==> src/rtl/catc_fetch_stall.sv <==
// catc_fetch_stall: single-line read buffer between a clock-enable gated
// retro core and slow burst memory. A hit is answered on the cycle after the
// request. A miss raises Delay so the CATC generator freezes the core while
// the whole line is burst in. The block also records how long each stall
// lasted and keeps a sticky flag for stalls that grew too long.
module catc_fetch_stall #(
    parameter int AddrWidth = 24,
    parameter int DataWidth = 8,
    parameter int LineWords = 8,
    parameter int MaxDelay  = 4095
) (
    input  logic                 Clk,
    input  logic                 Reset,
    input  logic                 CoreCe,
    input  logic                 CoreReq,
    input  logic [AddrWidth-1:0] CoreAddr,
    output logic [DataWidth-1:0] CoreData,
    output logic                 CoreValid,
    output logic                 Delay,
    output logic                 MemReq,
    output logic [AddrWidth-1:0] MemAddr,
    input  logic                 MemReady,
    input  logic                 MemRdValid,
    input  logic [DataWidth-1:0] MemRdData,
    input  logic                 Flush,
    output logic                 Error,
    output logic [15:0]          DelayCycles
);

    localparam int OffWidth = $clog2(LineWords);
    localparam int TagWidth = AddrWidth - OffWidth;
    localparam logic [OffWidth-1:0] LastBeat = OffWidth'(LineWords - 1);
    localparam logic [15:0] MaxCount = 16'(MaxDelay);
    localparam logic [15:0] CountSat = 16'hFFFF;

    typedef enum logic [1:0] {
        IDLE      = 2'd0,
        FILL_REQ  = 2'd1,
        FILL_DATA = 2'd2,
        DONE      = 2'd3
    } stateT;

    stateT state;
    stateT stateNext;

    // Line storage and its bookkeeping
    logic [DataWidth-1:0] lineMem [LineWords];
    logic [TagWidth-1:0]  lineTag;
    logic                 lineValid;
    logic                 flushPending;

    // Miss context held for the duration of a fill
    logic [TagWidth-1:0]  reqTag;
    logic [OffWidth-1:0]  reqOffset;
    logic [OffWidth-1:0]  beat;

    // Stall length measurement
    logic [15:0]          stallCount;

    // Request decode
    logic [OffWidth-1:0]  coreOffset;
    logic [TagWidth-1:0]  coreTag;
    logic                 sampleReq;
    logic                 tagHit;
    logic                 isHit;
    logic                 isMiss;
    logic                 memAccept;
    logic                 beatWrite;
    logic                 lastBeat;
    logic                 fillNext;

    assign coreOffset = CoreAddr[OffWidth-1:0];
    assign coreTag    = CoreAddr[AddrWidth-1:OffWidth];

    // Requests are only looked at in IDLE; the core is frozen during a fill
    // anyway, so anything arriving then is stray and dropped.
    assign sampleReq  = (state == IDLE) && CoreCe && CoreReq;
    assign tagHit     = lineValid && (coreTag == lineTag);
    assign isHit      = sampleReq && tagHit;
    assign isMiss     = sampleReq && !tagHit;
    assign memAccept  = (state == FILL_REQ) && MemReq && MemReady;
    assign beatWrite  = (state == FILL_DATA) && MemRdValid;
    assign lastBeat   = beatWrite && (beat == LastBeat);
    assign fillNext   = (stateNext == FILL_REQ) || (stateNext == FILL_DATA);

    // FSM state register
    always_ff @(posedge Clk) begin
        if (Reset) begin
            state <= IDLE;
        end else begin
            state <= stateNext;
        end
    end

    // FSM next-state decode
    always_comb begin
        stateNext = state;
        case (state)
            IDLE: begin
                if (isMiss) begin
                    stateNext = FILL_REQ;
                end
            end
            FILL_REQ: begin
                if (memAccept) begin
                    stateNext = FILL_DATA;
                end
            end
            FILL_DATA: begin
                if (lastBeat) begin
                    stateNext = DONE;
                end
            end
            DONE: begin
                stateNext = IDLE;
            end
            default: begin
                stateNext = IDLE;
            end
        endcase
    end

    // Delay and the memory request are flopped from the next state so that
    // Delay never depends combinationally on CoreCe (CATC gates CE with it).
    always_ff @(posedge Clk) begin
        if (Reset) begin
            Delay   <= 1'b0;
            MemReq  <= 1'b0;
            MemAddr <= '0;
        end else begin
            Delay  <= fillNext;
            MemReq <= (stateNext == FILL_REQ);
            if (isMiss) begin
                MemAddr <= {coreTag, {OffWidth{1'b0}}};
            end
        end
    end

    // Capture the missing address so the answer and new tag survive the fill
    always_ff @(posedge Clk) begin
        if (Reset) begin
            reqTag    <= '0;
            reqOffset <= '0;
        end else if (isMiss) begin
            reqTag    <= coreTag;
            reqOffset <= coreOffset;
        end
    end

    // Beat counter restarts when the burst is accepted
    always_ff @(posedge Clk) begin
        if (Reset) begin
            beat <= '0;
        end else if (memAccept) begin
            beat <= '0;
        end else if (beatWrite) begin
            beat <= beat + 1'b1;
        end
    end

    // Line data array; holds no reset since the valid bit guards it
    always_ff @(posedge Clk) begin
        if (!Reset && beatWrite) begin
            lineMem[beat] <= MemRdData;
        end
    end

    // Tag, valid and deferred-flush tracking. The line is invalidated as
    // soon as a fill starts because its contents are being overwritten.
    always_ff @(posedge Clk) begin
        if (Reset) begin
            lineTag      <= '0;
            lineValid    <= 1'b0;
            flushPending <= 1'b0;
        end else begin
            case (state)
                IDLE: begin
                    if (isMiss || Flush) begin
                        lineValid <= 1'b0;
                    end
                    if (isMiss) begin
                        flushPending <= 1'b0;
                    end
                end
                FILL_REQ, FILL_DATA: begin
                    if (Flush) begin
                        flushPending <= 1'b1;
                    end
                end
                DONE: begin
                    lineTag      <= reqTag;
                    lineValid    <= !(flushPending || Flush);
                    flushPending <= 1'b0;
                end
                default: begin
                    lineValid <= 1'b0;
                end
            endcase
        end
    end

    // Core response: hits answer next cycle; a fill answers on entry to
    // DONE, forwarding the final beat when it is the requested word.
    always_ff @(posedge Clk) begin
        if (Reset) begin
            CoreValid <= 1'b0;
            CoreData  <= '0;
        end else begin
            CoreValid <= 1'b0;
            if (isHit) begin
                CoreValid <= 1'b1;
                CoreData  <= lineMem[coreOffset];
            end else if (lastBeat) begin
                CoreValid <= 1'b1;
                if (reqOffset == beat) begin
                    CoreData <= MemRdData;
                end else begin
                    CoreData <= lineMem[reqOffset];
                end
            end
        end
    end

    // Stall measurement: count Delay cycles, publish in DONE, and latch the
    // watchdog flag on the cycle the count reaches the limit.
    always_ff @(posedge Clk) begin
        if (Reset) begin
            stallCount  <= '0;
            DelayCycles <= '0;
            Error       <= 1'b0;
        end else begin
            if (isMiss) begin
                stallCount <= '0;
            end else if (Delay && (stallCount != CountSat)) begin
                stallCount <= stallCount + 16'd1;
            end
            if (Delay && (stallCount != CountSat) && ((stallCount + 16'd1) == MaxCount)) begin
                Error <= 1'b1;
            end
            if (state == DONE) begin
                DelayCycles <= stallCount;
            end
        end
    end

endmodule

==> config.mk <==
export PLATFORM = sky130hd
export DESIGN_NAME = catc_fetch_stall
export DESIGN_NICKNAME = d
export VERILOG_FILES = /design/src/rtl/catc_fetch_stall.sv
export SDC_FILE = /design/constraint.sdc
export NUM_CORES = 1
export LEC_CHECK = 0
export ABC_AREA = 0
export CAP_MARGIN = 15
export CELL_PAD_IN_SITES_DETAIL_PLACEMENT = 0
export CELL_PAD_IN_SITES_GLOBAL_PLACEMENT = 1
export CORE_MARGIN = 3
export CORE_UTILIZATION = 45
export DETAILED_ROUTE_END_ITERATION = 12
export GPL_ROUTABILITY_DRIVEN = 0
export HOLD_SLACK_MARGIN = 0.15
export PLACE_DENSITY = 0.8
export SKIP_CTS_REPAIR_TIMING = 1
export SYNTH_ARGS = -nofsm -noshare
export SYNTH_HDL_FRONTEND = slang
export SYNTH_SLANG_ARGS = --single-unit
export TNS_END_PERCENT = 100
==> constraint.sdc <==
create_clock -name Clk -period 3.4 [get_ports Clk]
set_clock_uncertainty 0.05 [all_clocks]
set_input_delay 0.85 -clock Clk [delete_from_list [all_inputs] [get_ports Clk]]
set_output_delay 0.85 -clock Clk [all_outputs]
set_load 0.02 [all_outputs]
==> key figures, run 1 <==
GRT
  – GR peak layer: met2
  – Initial antenna violation count: 0
  – Met1 Resource Use GR: 23.5%
  – Gr ovfl total: 0
  – Met3 GRT Util: 3.71%
  – Met2 Track Usage GR: 30.6%
  – Number of global-route vias before repair: 4952
  – Total GRT Usage: 18.2%
  – Global-route wire length before repair: 25800 um
  – Largest net degree at the start of global routing: 42

Worst setup path
  – Critical path startpoint category: input pin
  – Critical Path End Type: flop
  – CP Class: in2reg
  – Arrival @ worst endpoint: 2.94 ns
  – Crit Path Max Fanout: 15
  – Data required time of the worst path: 3.68 ns

Timing
  – Final Hold Slack: 0.436 ns
  – Period utilisation layout: 78.1%
  – Fin. Hold Viols: 0
  – Worst Tran Pin Value: 0.815 ns
  – Relative slew slack: 45.6%
  – # setup viols final: 0
  – Final Max Tran Viols: 0
  – Setup TNS: 0 ns
  – Minimum clock period: 2.66 ns
  – RSZ-0062 raised after global routing: false
  – Fmax: 377 MHz

Synthesis
  – Synth Flop Type: dfxtp_1
  – Post-synthesis mux area share: 20.6%
  – Synth Instances: 605
  – Main combinational cell family by area after synthesis: multiplexers
  – Synth cell types: 53
  – Synth top cells by count: nor2_1, dfxtp_1, mux2i_1, edfxtp_1
  – Synth Area in Simple Gates: 10.6%
  – Post-Syn Area: 7400 sq um
  – Number of synthesis warnings: 0
  – Post-synthesis compound-gate area fraction: 5.67%
  – Xor-xnor portion of the synthesized cell area: 4.74%
  – EDFF count, synth: 64
  – Synth top area cells: dfxtp_1, edfxtp_1, mux2i_1, mux4_2, nor2_1
  – Seq cells post-synth: 163
  – Yosys top cell by area: dfxtp_1
  – Most frequent cell after synthesis: nor2_1
  – Syn Area/Cell: 12.2 sq um
  – Sequential cell area fraction in the yosys report: 52.8%
  – Asr flop ratio synth: 0%
  – Adder-cell area share of the yosys netlist: 1.86%
  – Post-synth top area share: 26.8%

CTS
  – Root buffer cell: clkbuf_16
  – Clock Sinks: 163
  – Worst skew pair latency: 0.43 ns
  – Reg clk slew, reported paths: 0.06 ns
  – Worst-case clock buffer depth: 2
  – H-tree depth: 4
  – Num CTS Buffers: 17
  – CTS tree: built

Power
  – NetSw: 0.939 mW
  – Clk pwr share: 42.2%
  – Register share of total power: 50.1%
  – Net Sw Frac: 22.6%
  – Logic gate share of total power: 7.6%
  – Pint: 3.22 mW
  – Max VDD drop: 0.362 mV
  – LEAKAGE: 3.01 nW
  – Pwr/cell area: 461 nW/um^2

Layout
  – Post-layout util: 56.3%
  – Share of layout cells above drive strength 1: 13.6%
  – Fillcell total: 1354
  – Fin area: 9010 sq um
  – Antenna Cells: 0
  – P&R area growth vs syn: 21.8%
  – Non-filler cells, final: 920
  – Nets: 742
  – Multi-input logic area: 3240 sq um
  – Register Area: 3900 sq um

Drt
  – Drt pass-1 iters: 5
  – DRC violations left: 0
  – Routed Antenna Nets: 0
  – WL final: 16000 um
  – Via density: 5.40
  – Wire length per cell: 17.4 um
  – Initial drt markers: 299
  – Vias: 4965

Floorplan
  – Die height: 134 um
  – Initial Util: 46.2%
  – Die area: 18000 sq um
  – Top Ports: 91
  – Row count: 46
  – Die X: 134 um
  – Core box area: 16000 sq um

Place
  – DP HPWL: 10900 um
  – I/O Buffers: 87
  – Inst Count DP: 889
  – Cell Area, Placed: 8470 sq um

Worst hold path
  – Hold Path Class: reg2reg

Flow run
  – Max cap viols: 0

Run status
  – Status: completed
==> routing by layer <==
metal | vias up | wire length [um]
met3 | 19 | 717
met1 | 2455 | 6990
li1 | 2376 | -
met2 | 115 | 8060
met4 | 0 | 254
met5 | - | 0
==> worst paths after layout <==
kind	slack [ns]	cells past startpoint	end	startpoint
worst min-delay path	0.44	2	flushPending$_SDFFE_PP0P_	flushPending$_SDFFE_PP0P_
worst max-delay path	0.74	9	CoreData[2]$_SDFFE_PP0P_	CoreAddr[23]
worst min register to register	0.44	2	flushPending$_SDFFE_PP0P_	flushPending$_SDFFE_PP0P_
worst max register to register	1.07	7	stallCount[15]$_SDFFE_PP0P_	stallCount[1]$_SDFFE_PP0P_
==> worst max-delay path: stages <==
cell and delay [ns]:
clkdlybuf4s50_1 0.51, xnor2_1 0.13, nand4_1 0.12, nor4_2 0.35, buf_4 0.20, and3_1 0.19
buf_4 0.24, a21oi_1 0.06, a221oi_1 0.29
==> registers in the layout (all words and copies together), names as in the netlist, named ones only <==
name          flops
MemAddr          21
lineTag          21
stallCount       16
Error             1
DelayCycles      16
lineValid         1
flushPending      1
CoreData          8
beat              3
Delay             1
reqOffset         3
CoreValid         1
lineMem          64
state             2
MemReq            1
==> power by group through the flow <==
stage	Combinational [mW]	Sequential (mW)	Clock (mW)
4_1_cts	0.320	2.08	1.80
6_report	0.317	2.08	1.76
5_1_grt	0.344	2.09	1.88
3_5_place_dp	0.318	2.13	0
3_3_place_gp	0.314	2.12	0
2_1_floorplan	0.186	2.13	0
==> layout by cell type (no fill, tap or decap), types with 2 or more instances in the layout <==
cell type	instances
nand2_1	20
ha_1	10
conb_1	3
nor2_1	101
o31ai_1	2
nand4_1	11
mux2i_1	79
o22ai_1	3
mux4_2	32
a221oi_1	6
nor3_1	5
buf_4	20
xor2_1	8
and4_1	2
dfxtp_1	99
xnor2_1	32
a21oi_1	15
clkdlybuf4s50_1	86
a221oi_2	3
clkbuf_16	18
inv_1	12
and3_1	4
edfxtp_1	64
a211oi_1	2
clkinv_2	3
a21oi_2	2
clkbuf_8	2
nand4_2	2
nand2b_1	6
o21ai_0	3
nand3_1	12
a211o_1	8
clkbuf_1	3
inv_4	4
==> layout make-up <==
class,count,share of cell area (%)
sequential,163,43.3
multi-input combinational,391,35.9
tap,216,3.00
inverter,12,0.500
timing repair buffer,107,11.3
clock buffer,23,5.43
clock inverter,8,0.542
==> cells by family (layout without fill, tap and decap cells) <==
family | after synthesis | after routing
xor gates and xnor gates | 40 | 40
buffers and inverters | 53 | 150
DFF | 163 | 163
adders and majority gates | 11 | 11
muxes | 112 | 112
AOI/OAI and AO/OA | 53 | 53
and+or+nand+nor | 172 | 172
other | 1 | 3
==> through the flow <==
| stage | total power [mW] | setup slack (ns) |
|---|---|---|
| final | 4.16 | 0.744 |
| after detailed placement | 2.44 | 0.303 |
| after floorplan | 2.31 | 0.945 |
| after global placement | 2.44 | 0.360 |
| after global routing | 4.31 | 0.651 |
| after CTS | 4.20 | 0.765 |
(Power assumes the default switching activity.)
==> run 2: changes to the inputs <==
Settings changed: CORE_UTILIZATION 45 to 41, PLACE_DENSITY 0.8 to 0.77.
Clock period 3.4 ns to 2.4 ns, I/O delays scaled along.
==> run 2 against run 1 <==
  * Via count is 1.6% higher
  * Die area is 9.3% higher
  * Global-route usage shrank 0.25 points
  * Setup slack worse by 0.56 ns
  * Sequential share of layout area decreased by 1.1 points
  * Flip-flop and latch count did not move
  * Count of clock-buffer cells in the layout shrank 2
  * Non-clock buffer count grew 20
  * Final cell count increased by 3.4%
  * Combinational power rose by 56%
==> key figures, run 2 (synthesis gave the netlist of run 1 again) <==
Run status
  – Status: completed

GRT
  – Global-route wire length before repair: 27900 um (+8.3%)
  – Number of global-route vias before repair: 5222 (+5.5%)
  – Largest net degree at the start of global routing: 40 (-4.8%)
  – Total GRT Usage: 18.0% (-0.25 points)
  – Gr ovfl total: 0 (unchanged)
  – Initial antenna violation count: 0 (unchanged)

CTS
  – Root buffer cell: clkbuf_16
  – CTS tree: built
  – Worst skew pair latency: 0.42 ns (about the same)
  – Worst-case clock buffer depth: 2 (unchanged)
  – H-tree depth: 4 (unchanged)
  – Num CTS Buffers: 17 (unchanged)
  – Clock Sinks: 163 (unchanged)
  – Reg clk slew, reported paths: 0.06 ns (about the same)

Timing
  – RSZ-0062 raised after global routing: false
  – Worst Tran Pin Value: 0.680 ns (-0.134 ns)
  – Fmax: 451 MHz
  – Fin. Hold Viols: 0 (unchanged)
  – Final worst setup slack: 0.181 ns (-0.563 ns)
  – Final Max Tran Viols: 0 (unchanged)
  – Relative slew slack: 54.6% (+9.0 points)
  – Minimum clock period: 2.22 ns
  – Period utilisation layout: 92.5%
  – Final Hold Slack: 0.426 ns (-0.0105 ns)
  – # setup viols final: 0 (unchanged)

Floorplan
  – Die area: 19700 sq um (+9.3%)
  – Core box area: 17500 sq um (+9.2%)
  – Top Ports: 91 (unchanged)
  – Die height: 140 um (+4.6%)
  – Initial Util: 42.3% (-3.9 points)
  – Row count: 48 (+4.3%)
  – Die X: 140 um (+4.6%)

Worst setup path
  – Crit Path Max Fanout: 8 (-7)
  – Critical Path End Type: flop
  – Critical path startpoint category: input pin
  – CP Class: in2reg
  – Data required time of the worst path: 2.70 ns (-0.98 ns)
  – Arrival @ worst endpoint: 2.52 ns (-0.42 ns)

Layout
  – Commonest non-fill, non-tap cell in the layout: nor2_1
  – Post-layout util: 52.9% (-3.4 points)
  – Most frequent cells in the layout: nor2_1, dfxtp_1, clkdlybuf4s50_1
  – Non-filler cells, final: 951 (+3.4%)
  – P&R area growth vs syn: 24.9%
  – Max reg flops: 64 (unchanged)
  – Share of layout cells above drive strength 1: 15.9% (+2.2 points)
  – Biggest regs: lineMem x64, MemAddr x21, lineTag x21
  – Reg with most FFs: lineMem
  – Nets: 762 (+2.7%)

Drt
  – DRC violations left: 0 (unchanged)
  – Routed Antenna Nets: 0 (unchanged)
  – Via density: 5.30 (-1.7%)
  – Vias: 5044 (+1.6%)
  – Wire length per cell: 17.9 um (+2.7%)
  – Drt pass-1 iters: 5 (unchanged)
  – WL final: 17000 um (+6.2%)
  – Initial drt markers: 365 (+22%)

Power
  – Pwr/cell area: 651 nW/um^2 (+41%)
  – Total Power: 6.01 mW (+45%)
  – LEAKAGE: 3.11 nW (+3.3%)
  – Max VDD drop: 0.469 mV (+30%)

Place
  – DP HPWL: 11600 um (+6.0%)
  – Inst Count DP: 918 (+3.3%)
  – Pre-CTS WS: -0.282 ns (-0.584 ns)
  – I/O Buffers: 87 (unchanged)

Worst hold path
  – Hold Path Class: reg2reg

Flow run
  – Max cap viols: 0 (unchanged)
-- run 2: cell types whose count changed in the layout (fill, tap and decap cells not counted), moves of 2 or more --
cell | previous run | this run
clkinvlp_4 | 0 | 4
bufinv_16 | 0 | 2
inv_4 | 4 | 0
clkbuf_8 | 2 | 0
buf_4 | 20 | 36
buf_12 | 0 | 4
-- run 2: cell type report --
| type | instances | area [sq um] |
|---|---|---|
| Antenna cell | 1 | 2.50 |
| Clock buffer | 21 | 440 |
| Clock inverter | 11 | 114 |
| Fill cell | 1454 | 8240 |
| Inverter | 12 | 45.0 |
| Multi-Input combinational cell | 391 | 3240 |
| Sequential cell | 163 | 3900 |
| Tap cell | 225 | 282 |
| Timing Repair Buffer | 127 | 1220 |
-- run 2: where the power goes --
group	switching (mW)	total (mW)	internal, mW
clock network	1.07	2.58	1.52
logic	0.250	0.493	0.243
registers	0.0310	2.94	2.91
total	1.35	6.01	4.67
-- run 2: final timing paths --
kind	start	end	slack, ns	cells past startpoint
setup / recovery	CoreAddr[15]	stallCount[10]$_SDFFE_PP0P_	0.18	9
hold / removal	Error$_SDFFE_PP0P_	Error$_SDFFE_PP0P_	0.43	2
setup reg to reg	state[0]$_SDFF_PP0_	lineMem[0][6]$_DFFE_PP_	0.35	6
hold reg to reg	Error$_SDFFE_PP0P_	Error$_SDFFE_PP0P_	0.43	2
-- run 2: per-stage QoR --
stage	area (sq um)	setup TNS [ns]
floorplan	7400	0
global placement	8680	-9.51
detailed placement	8680	-11.52
CTS	9240	0
global route	9240	0
finish	9240	0
-- run 2: worst max-delay path, cell delays in order --
cell and delay (ns):
clkdlybuf4s50_1 0.51, xnor2_1 0.13, nand4_1 0.16, nor4_2 0.28
buf_4 0.19, a21boi_4 0.08, or2_1 0.26, buf_4 0.18
nor2_1 0.13
-- run 2: metal layers --
| layer | part of all wire [%] | wire length, um | global-route usage [%] | vias up |
|---|---|---|---|---|
| li1 | - | - | - | 2407 |
| met1 | 45 | 7630 | 23.9 | 2473 |
| met2 | 48 | 8220 | 28.8 | 142 |
| met3 | 5.3 | 910 | 4.98 | 22 |
| met4 | 1.5 | 249 | 5.46 | 0 |
| met5 | 0 | 0 | 0 | - |
